<file path="config.mk">
export PLATFORM = sky130hd
export DESIGN_NAME = ahbmtx_l1_input_stage
export DESIGN_NICKNAME = d
export VERILOG_FILES = /design/src/rtl/ahbmtx_l1_input_stage.sv
export SDC_FILE = /design/constraint.sdc
export NUM_CORES = 1
export LEC_CHECK = 0
export ABC_AREA = 1
export BUFFER_PORTS_ARGS = -buffer_cell sky130_fd_sc_hd__buf_4
export CAP_MARGIN = 10
export CORE_UTILIZATION = 42
export DETAILED_ROUTE_END_ITERATION = 6
export PLACE_DENSITY = 0.77
export SLEW_MARGIN = 20
export SYNTH_ARGS = -nofsm -noshare
export SYNTH_HDL_FRONTEND = slang
export SYNTH_SLANG_ARGS = --single-unit
</file>
<file path="constraint.sdc">
create_clock -name HCLK -period 1.2 [get_ports HCLK]
set_clock_uncertainty 0.15 [all_clocks]
set_input_delay 0.12 -clock HCLK [delete_from_list [all_inputs] [get_ports HCLK]]
set_output_delay 0.12 -clock HCLK [all_outputs]
set_load 0.01 [all_outputs]
</file>
<file path="src/rtl/ahbmtx_l1_input_stage.sv">
// L1 bus matrix slave-port input stage: holds an address phase the output stage cannot take yet.
// Optional HAUSERS sideband enabled by defining AHBMTX_L1_IN_STG_USER_EN.
module ahbmtx_l1_input_stage #(
  parameter int MW = 4
) (
  input  logic          HCLK,
  input  logic          HRESETn,
  input  logic          HSELS,
  input  logic [31:0]   HADDRS,
  input  logic [1:0]    HTRANSS,
  input  logic          HWRITES,
  input  logic [2:0]    HSIZES,
  input  logic [2:0]    HBURSTS,
  input  logic [3:0]    HPROTS,
  input  logic [MW-1:0] HMASTERS,
  input  logic          HMASTLOCKS,
  input  logic          HREADYS,
`ifdef AHBMTX_L1_IN_STG_USER_EN
  input  logic [31:0]   HAUSERS,
`endif
  output logic          HREADYOUTS,
  output logic [1:0]    HRESPS,
  output logic          sel_op,
  output logic [31:0]   addr_op,
  output logic [1:0]    trans_op,
  output logic          write_op,
  output logic [2:0]    size_op,
  output logic [2:0]    burst_op,
  output logic [3:0]    prot_op,
  output logic [MW-1:0] master_op,
  output logic          mastlock_op,
  output logic [31:0]   auser_op,
  output logic          held_tran_op,
  output logic          ready_op,
  input  logic          active_op,
  input  logic          readyout_op,
  input  logic [1:0]    resp_op
);

  localparam logic [1:0] TRN_IDLE    = 2'b00;
  localparam logic [1:0] TRN_NONSEQ  = 2'b10;
  localparam logic [2:0] BURST_INCR  = 3'b001;

  logic          reg_valid;
  logic          data_valid;
  logic [31:0]   addr_p1;
  logic [1:0]    trans_p1;
  logic          write_p1;
  logic [2:0]    size_p1;
  logic [2:0]    burst_p1;
  logic [3:0]    prot_p1;
  logic [MW-1:0] master_p1;
  logic          mastlock_p1;
  logic [31:0]   auser_p1;
  logic [31:0]   auser_live;

  logic accept;
  logic load;
  logic issue_held;
  logic issue_pass;
  logic is_seq;

`ifdef AHBMTX_L1_IN_STG_USER_EN
  assign auser_live = HAUSERS;
`else
  assign auser_live = 32'h0;
`endif

  assign accept     = HSELS & HTRANSS[1] & HREADYS;
  assign load       = accept & ~active_op & ~reg_valid;
  assign issue_held = reg_valid & active_op;
  assign issue_pass = accept & active_op & ~reg_valid;
  assign is_seq     = HTRANSS[0];

  always_ff @(posedge HCLK or negedge HRESETn) begin
    if (!HRESETn) begin
      reg_valid  <= 1'b0;
      data_valid <= 1'b0;
    end else begin
      if (issue_held)
        reg_valid <= 1'b0;
      else if (load)
        reg_valid <= 1'b1;

      if (issue_held || issue_pass)
        data_valid <= 1'b1;
      else if (readyout_op)
        data_valid <= 1'b0;
    end
  end

  // Holding register: a SEQ beat loses its burst context once stalled, so it re-enters as NONSEQ/INCR.
  always_ff @(posedge HCLK or negedge HRESETn) begin
    if (!HRESETn) begin
      addr_p1     <= '0;
      trans_p1    <= '0;
      write_p1    <= 1'b0;
      size_p1     <= '0;
      burst_p1    <= '0;
      prot_p1     <= '0;
      master_p1   <= '0;
      mastlock_p1 <= 1'b0;
      auser_p1    <= '0;
    end else if (load) begin
      addr_p1     <= HADDRS;
      trans_p1    <= is_seq ? TRN_NONSEQ : HTRANSS;
      write_p1    <= HWRITES;
      size_p1     <= HSIZES;
      burst_p1    <= is_seq ? BURST_INCR : HBURSTS;
      prot_p1     <= HPROTS;
      master_p1   <= HMASTERS;
      mastlock_p1 <= HMASTLOCKS;
      auser_p1    <= auser_live;
    end
  end

  // Decoder-side mux: held transfer takes precedence over the live address phase.
  always_comb begin
    sel_op      = reg_valid | HSELS;
    addr_op     = reg_valid ? addr_p1     : HADDRS;
    trans_op    = reg_valid ? trans_p1    : (HSELS ? HTRANSS : TRN_IDLE);
    write_op    = reg_valid ? write_p1    : HWRITES;
    size_op     = reg_valid ? size_p1     : HSIZES;
    burst_op    = reg_valid ? burst_p1    : HBURSTS;
    prot_op     = reg_valid ? prot_p1     : HPROTS;
    master_op   = reg_valid ? master_p1   : HMASTERS;
    mastlock_op = reg_valid ? mastlock_p1 : HMASTLOCKS;
    auser_op    = reg_valid ? auser_p1    : auser_live;
    ready_op    = reg_valid ? 1'b1        : HREADYS;
  end

  assign held_tran_op = reg_valid;
  assign HREADYOUTS   = reg_valid ? 1'b0 : (data_valid ? readyout_op : 1'b1);
  assign HRESPS       = (data_valid & ~reg_valid) ? resp_op : 2'b00;

endmodule

</file>
**Yosys cells after proc, flatten, opt, wreduce, memory -nomap -nowiden**

Cells that the tools add are included.

- Flip-flop bits (word level): 52
- Bits of input ports: 58
- Output and inout bits: 88
- Word-level logic and storage cells: 43

- Mux-type cells: 19
- Bitwise operators: 11
- Reduce and logical (&&, ||, !) cells: 3

Operator list:

| cell | count |
|---|---|
| $mux 32 | 1 |
| $mux 1 | 9 |
| $mux 3 | 3 |
| $and 1x1->1 | 8 |
| $mux 2 | 4 |
| $mux 4 | 2 |
| $reduce_bool 2->1 | 2 |
| $not 1->1 | 2 |
| $logic_or 1x1->1 | 1 |
| $or 1x1->1 | 1 |

**Longest topological paths before layout**

- Depth in word-level cells: 6
- Gate-level depth with buffers: 6
- Mapped depth without buffers: 5

**Worst setup path after synthesis**

OpenSTA, ideal clock, no wires.

- Path kind: register -> output
- Start: register reg_valid, in the netlist held_tran_op
- End: output addr_op[10]
- Data arrival time: 1064 ps
- Data required time: 930 ps
- Slack: -134 ps
- Cell stages (with the launch flop): 6
- Buffers on the path: 2
- Cell sequence: dfrtp_1 > buf_6 > inv_2 > clkbuf_1 > nand2_1 > nand2_1

- Cells in the longest elaborated chain, start to end: 1

RTL lines:

| item | RTL line | RTL |
|---|---|---|
| from (decl) | 44 | `logic reg_valid;` |
| from (signal assigned) | 77 | `reg_valid <= 1'b0;` |
| from (signal assigned) | 81 | `reg_valid <= 1'b0;` |
| from (signal assigned) | 83 | `reg_valid <= 1'b1;` |
| $mux 32 | 120 | `addr_op = reg_valid ? addr_p1 : HADDRS;` |
| to (decl) | 24 | `output logic [31:0] addr_op,` |

Every way passes these cells.

**Worst setup path in the final report**

- Start: register reg_valid, in the netlist held_tran_op
- End: output burst_op[2]

- Cells in the longest elaborated chain, start to end: 1

RTL lines:

| item | RTL line | RTL |
|---|---|---|
| $mux 3 | 124 | `burst_op = reg_valid ? burst_p1 : HBURSTS;` |
| to (decl) | 28 | `output logic [2:0] burst_op,` |

Every way passes these cells.

==> impl_metrics.csv <==
group,metric,value,unit
drt,wire_per_inst,13.4,um
worst_setup_path,endpoint_kind,"primary output",
logic_synthesis,synthDistinctLibCells,18,
logic_synthesis,synth_edf_count,0,
timing,setup_viol,107,
pwr,vdd_drop_max,0.000525,V
layout,area_delta_synth_final,66.4,%
timing,max_freq,0.618,GHz
timing,fin_crit,1.62,ns
logic_synthesis,avgSynthCellArea,6.96,um2
clocking,clk_latency,0.30,ns
grt,grt_overflow,0,
timing,worst_slew_pin_slew,0.650,ns
clocking,numClockSinks,51,
worst_setup_path,r2r_setup_slack,-0.39,ns
clocking,clk_pin_slew_worst_paths,0.10,ns
floorplanning,rows,30,
layout,fillCellCount,534,
logic_synthesis,synth_async_sr_flop_share,1.00,
worst_setup_path,cp.arrival,1.35,ns
timing,slew_viol_final,0,
timing,hold_viol,0,
drt,vias_per_cell,4.74,
clocking,cts_tree,"built",
floorplanning,dieArea,7360,um2
drt,via_count,3299,
layout,fin_cells,696,
logic_synthesis,seq_area_frac_synth,0.433,
drt,route.detailed.drc,0,
clocking,cts_max_path_buffers,2,
logic_synthesis,ys_ff_latch,51,
floorplanning,die-width,85.8,um
run,max_cap_violations,0,
hold_path,hp-class,"input pin to flop",
worst_setup_path,start_kind,"flop",
logic_synthesis,synth_area_leader_cell,"dfrtp_1",
worst_setup_path,crit_fanout,8,
floorplanning,boundaryPins,146,
grt,antenna_found_initial,0,
grt,grt_max_degree,52,
logic_synthesis,postSynthCellCount,424,
place,port-buffer-count,113,
layout,num_antenna_cells,0,
pwr,p_per_area,1030,nW/um2
timing,setup-tns-final,-38.00,ns
place,dp.cells,617,
worst_setup_path,crit_required,0.93,ns
status,violations,"negative setup slack",
logic_synthesis,synth_ff_type,"dfrtp_1",
logic_synthesis,synth_top_cell_area_share,0.433,
timing,rsz0062_at_grt,"true",
floorplanning,die_y,85.8,um
logic_synthesis,synth_area_leaders,"dfrtp_1 (43%), nand2_1 (31%), buf_4 (8.4%)",
clocking,clockRootBuffer,"clkbuf_8",
grt,grt_pass1_vias,3112,
timing,setup_ws,-0.417,ns
grt,grt_pass1_wl,14500,um
status,status,"finished with violations",
drt,ant_nets,0,
grt,grt.total_usage,0.251,
layout,drive_above_1_share,0.277,
worst_setup_path,path_class,"flop to primary output",
drt,wirelength,9320,um
layout,final_nets,657,
floorplanning,coreArea,6790,um2
clocking,htree_levels,2,
timing,slew_headroom,0.567,
logic_synthesis,synth_area,2950,um2
logic_synthesis,ys_warn_count,0,
place,dp_hpwl,5040,um
logic_synthesis,synthMostInstantiatedCell,"nand2_1",
place,gp_congestion,0.715,
pwr,p_leak,2.76,nW
floorplanning,start_util,0.434,
logic_synthesis,synthTopCellsByCount,"nand2_1 (241), dfrtp_1 (51), nand3_1 (49), buf_4 (33), buf_2 (13)",
clocking,cts_made_buffers,5,
drt,drtPass1Iterations,5,
drt,drtIter0Drc,146,
timing,period_share,1.35,
what timing repair did:
action | in CTS | in global routing
hold buffers | 49 | 0
pin swaps | 1 | 11
setup endpoints to repair | 106 | 107
gates resized for setup | 27 | 9
buffers inserted | 6 | 5
endpoints found under the hold margin | 100 | 0
gates cloned | 9 | 2
metrics by stage:
stage | util | power (mW) | hold slack [ns] | instance area, um2 | setup WS [ns]
finish | 0.722 | 5.06 | 0.0395 | 4910 | -0.417
floorplan | - | 3.01 | -0.326 | 3110 | -0.0627
detailed placement | 0.558 | 3.53 | 0.0307 | 3790 | -0.0945
CTS | 0.704 | 5.01 | 0.0113 | 4780 | -0.384
global route | 0.722 | 5.36 | 0.0369 | 4910 | -0.466
global placement | 0.558 | 3.48 | 0.0274 | 3790 | -0.0750
metal layers:
layer,global-route usage,wire length [um],up-vias
li1,-,-,1591
met5,0,0,-
met1,0.317,3900,1555
met2,0.449,4780,148
met3,0.0423,607,5
met4,0.0576,33,0
final timing paths:
path / startpoint / to / cells after the start
worst max-delay path: held_tran_op$_DFFE_PN0P_ / burst_op[2] / 4
worst min-delay path: HBURSTS[1] / burst_p1[1]$_DFFE_PN0P_ / 5
worst max register to register: held_tran_op$_DFFE_PN0P_ / addr_p1[26]$_DFFE_PN0P_ / 6
worst min register to register: addr_p1[29]$_DFFE_PN0P_ / addr_p1[29]$_DFFE_PN0P_ / 2
max in group asynchronous: HRESETn / held_tran_op$_DFFE_PN0P_ / 2
min in group asynchronous: HRESETn / prot_p1[2]$_DFFE_PN0P_ / 2
cells by family (layout without fill, tap and decap cells):
group                  count (synthesis)  after routing  share of synthesized area
AO/OA/AOI/OAI                          6              6                     0.0110
buffers and inverters                 67            212                      0.148
flip-flops                            51             51                      0.433
other                                  1             32                    0.00127
AND/OR/NAND/NOR                      299            299                      0.407
cells in the final DEF (no fill, tap or decap), types with 3 or more instances in the layout:
| master | Yosys | layout |
|---|---|---|
| dfrtp_1 | 51 | 50 |
| inv_1 | 8 | 8 |
| o21ai_2 | 0 | 3 |
| buf_6 | 6 | 11 |
| bufbuf_16 | 0 | 4 |
| buf_16 | 0 | 5 |
| clkbuf_8 | 0 | 5 |
| buf_12 | 0 | 6 |
| nand2_1 | 241 | 239 |
| buf_8 | 0 | 4 |
| buf_4 | 33 | 115 |
| nor2_1 | 4 | 3 |
| conb_1 | 1 | 32 |
| dlygate4sd3_1 | 0 | 49 |
| nand3_1 | 49 | 48 |
critical path: stages (launching register included):
cell and delay, ns:
dfrtp_2 0.46, buf_4 0.16, clkbuf_16 0.16, o21ai_2 0.12
buf_4 0.13
sequential cells by signal, indices dropped and copies added, names as in the netlist, 3 cells and up:
register and cells:
size_p1 3, burst_p1 3, master_p1 4, addr_p1 32
prot_p1 4
layout make-up:
class,instances,area [um2],share of cell area
Timing Repair Buffer,195,1950,0.398
Multi-Input combinational cell,337,1420,0.289
Sequential cell,51,1280,0.260
Tap cell,96,120,0.0245
Clock buffer,7,76.3,0.0156
Inverter,9,36.3,0.00739
Clock inverter,1,30.0,0.00612
where the power goes:
group,internal (mW),switching (mW)
sequential,2.06,0.194
clock,0.625,0.544
combinational,0.849,0.792
No activity file was read; power rests on OpenSTA's default activity.
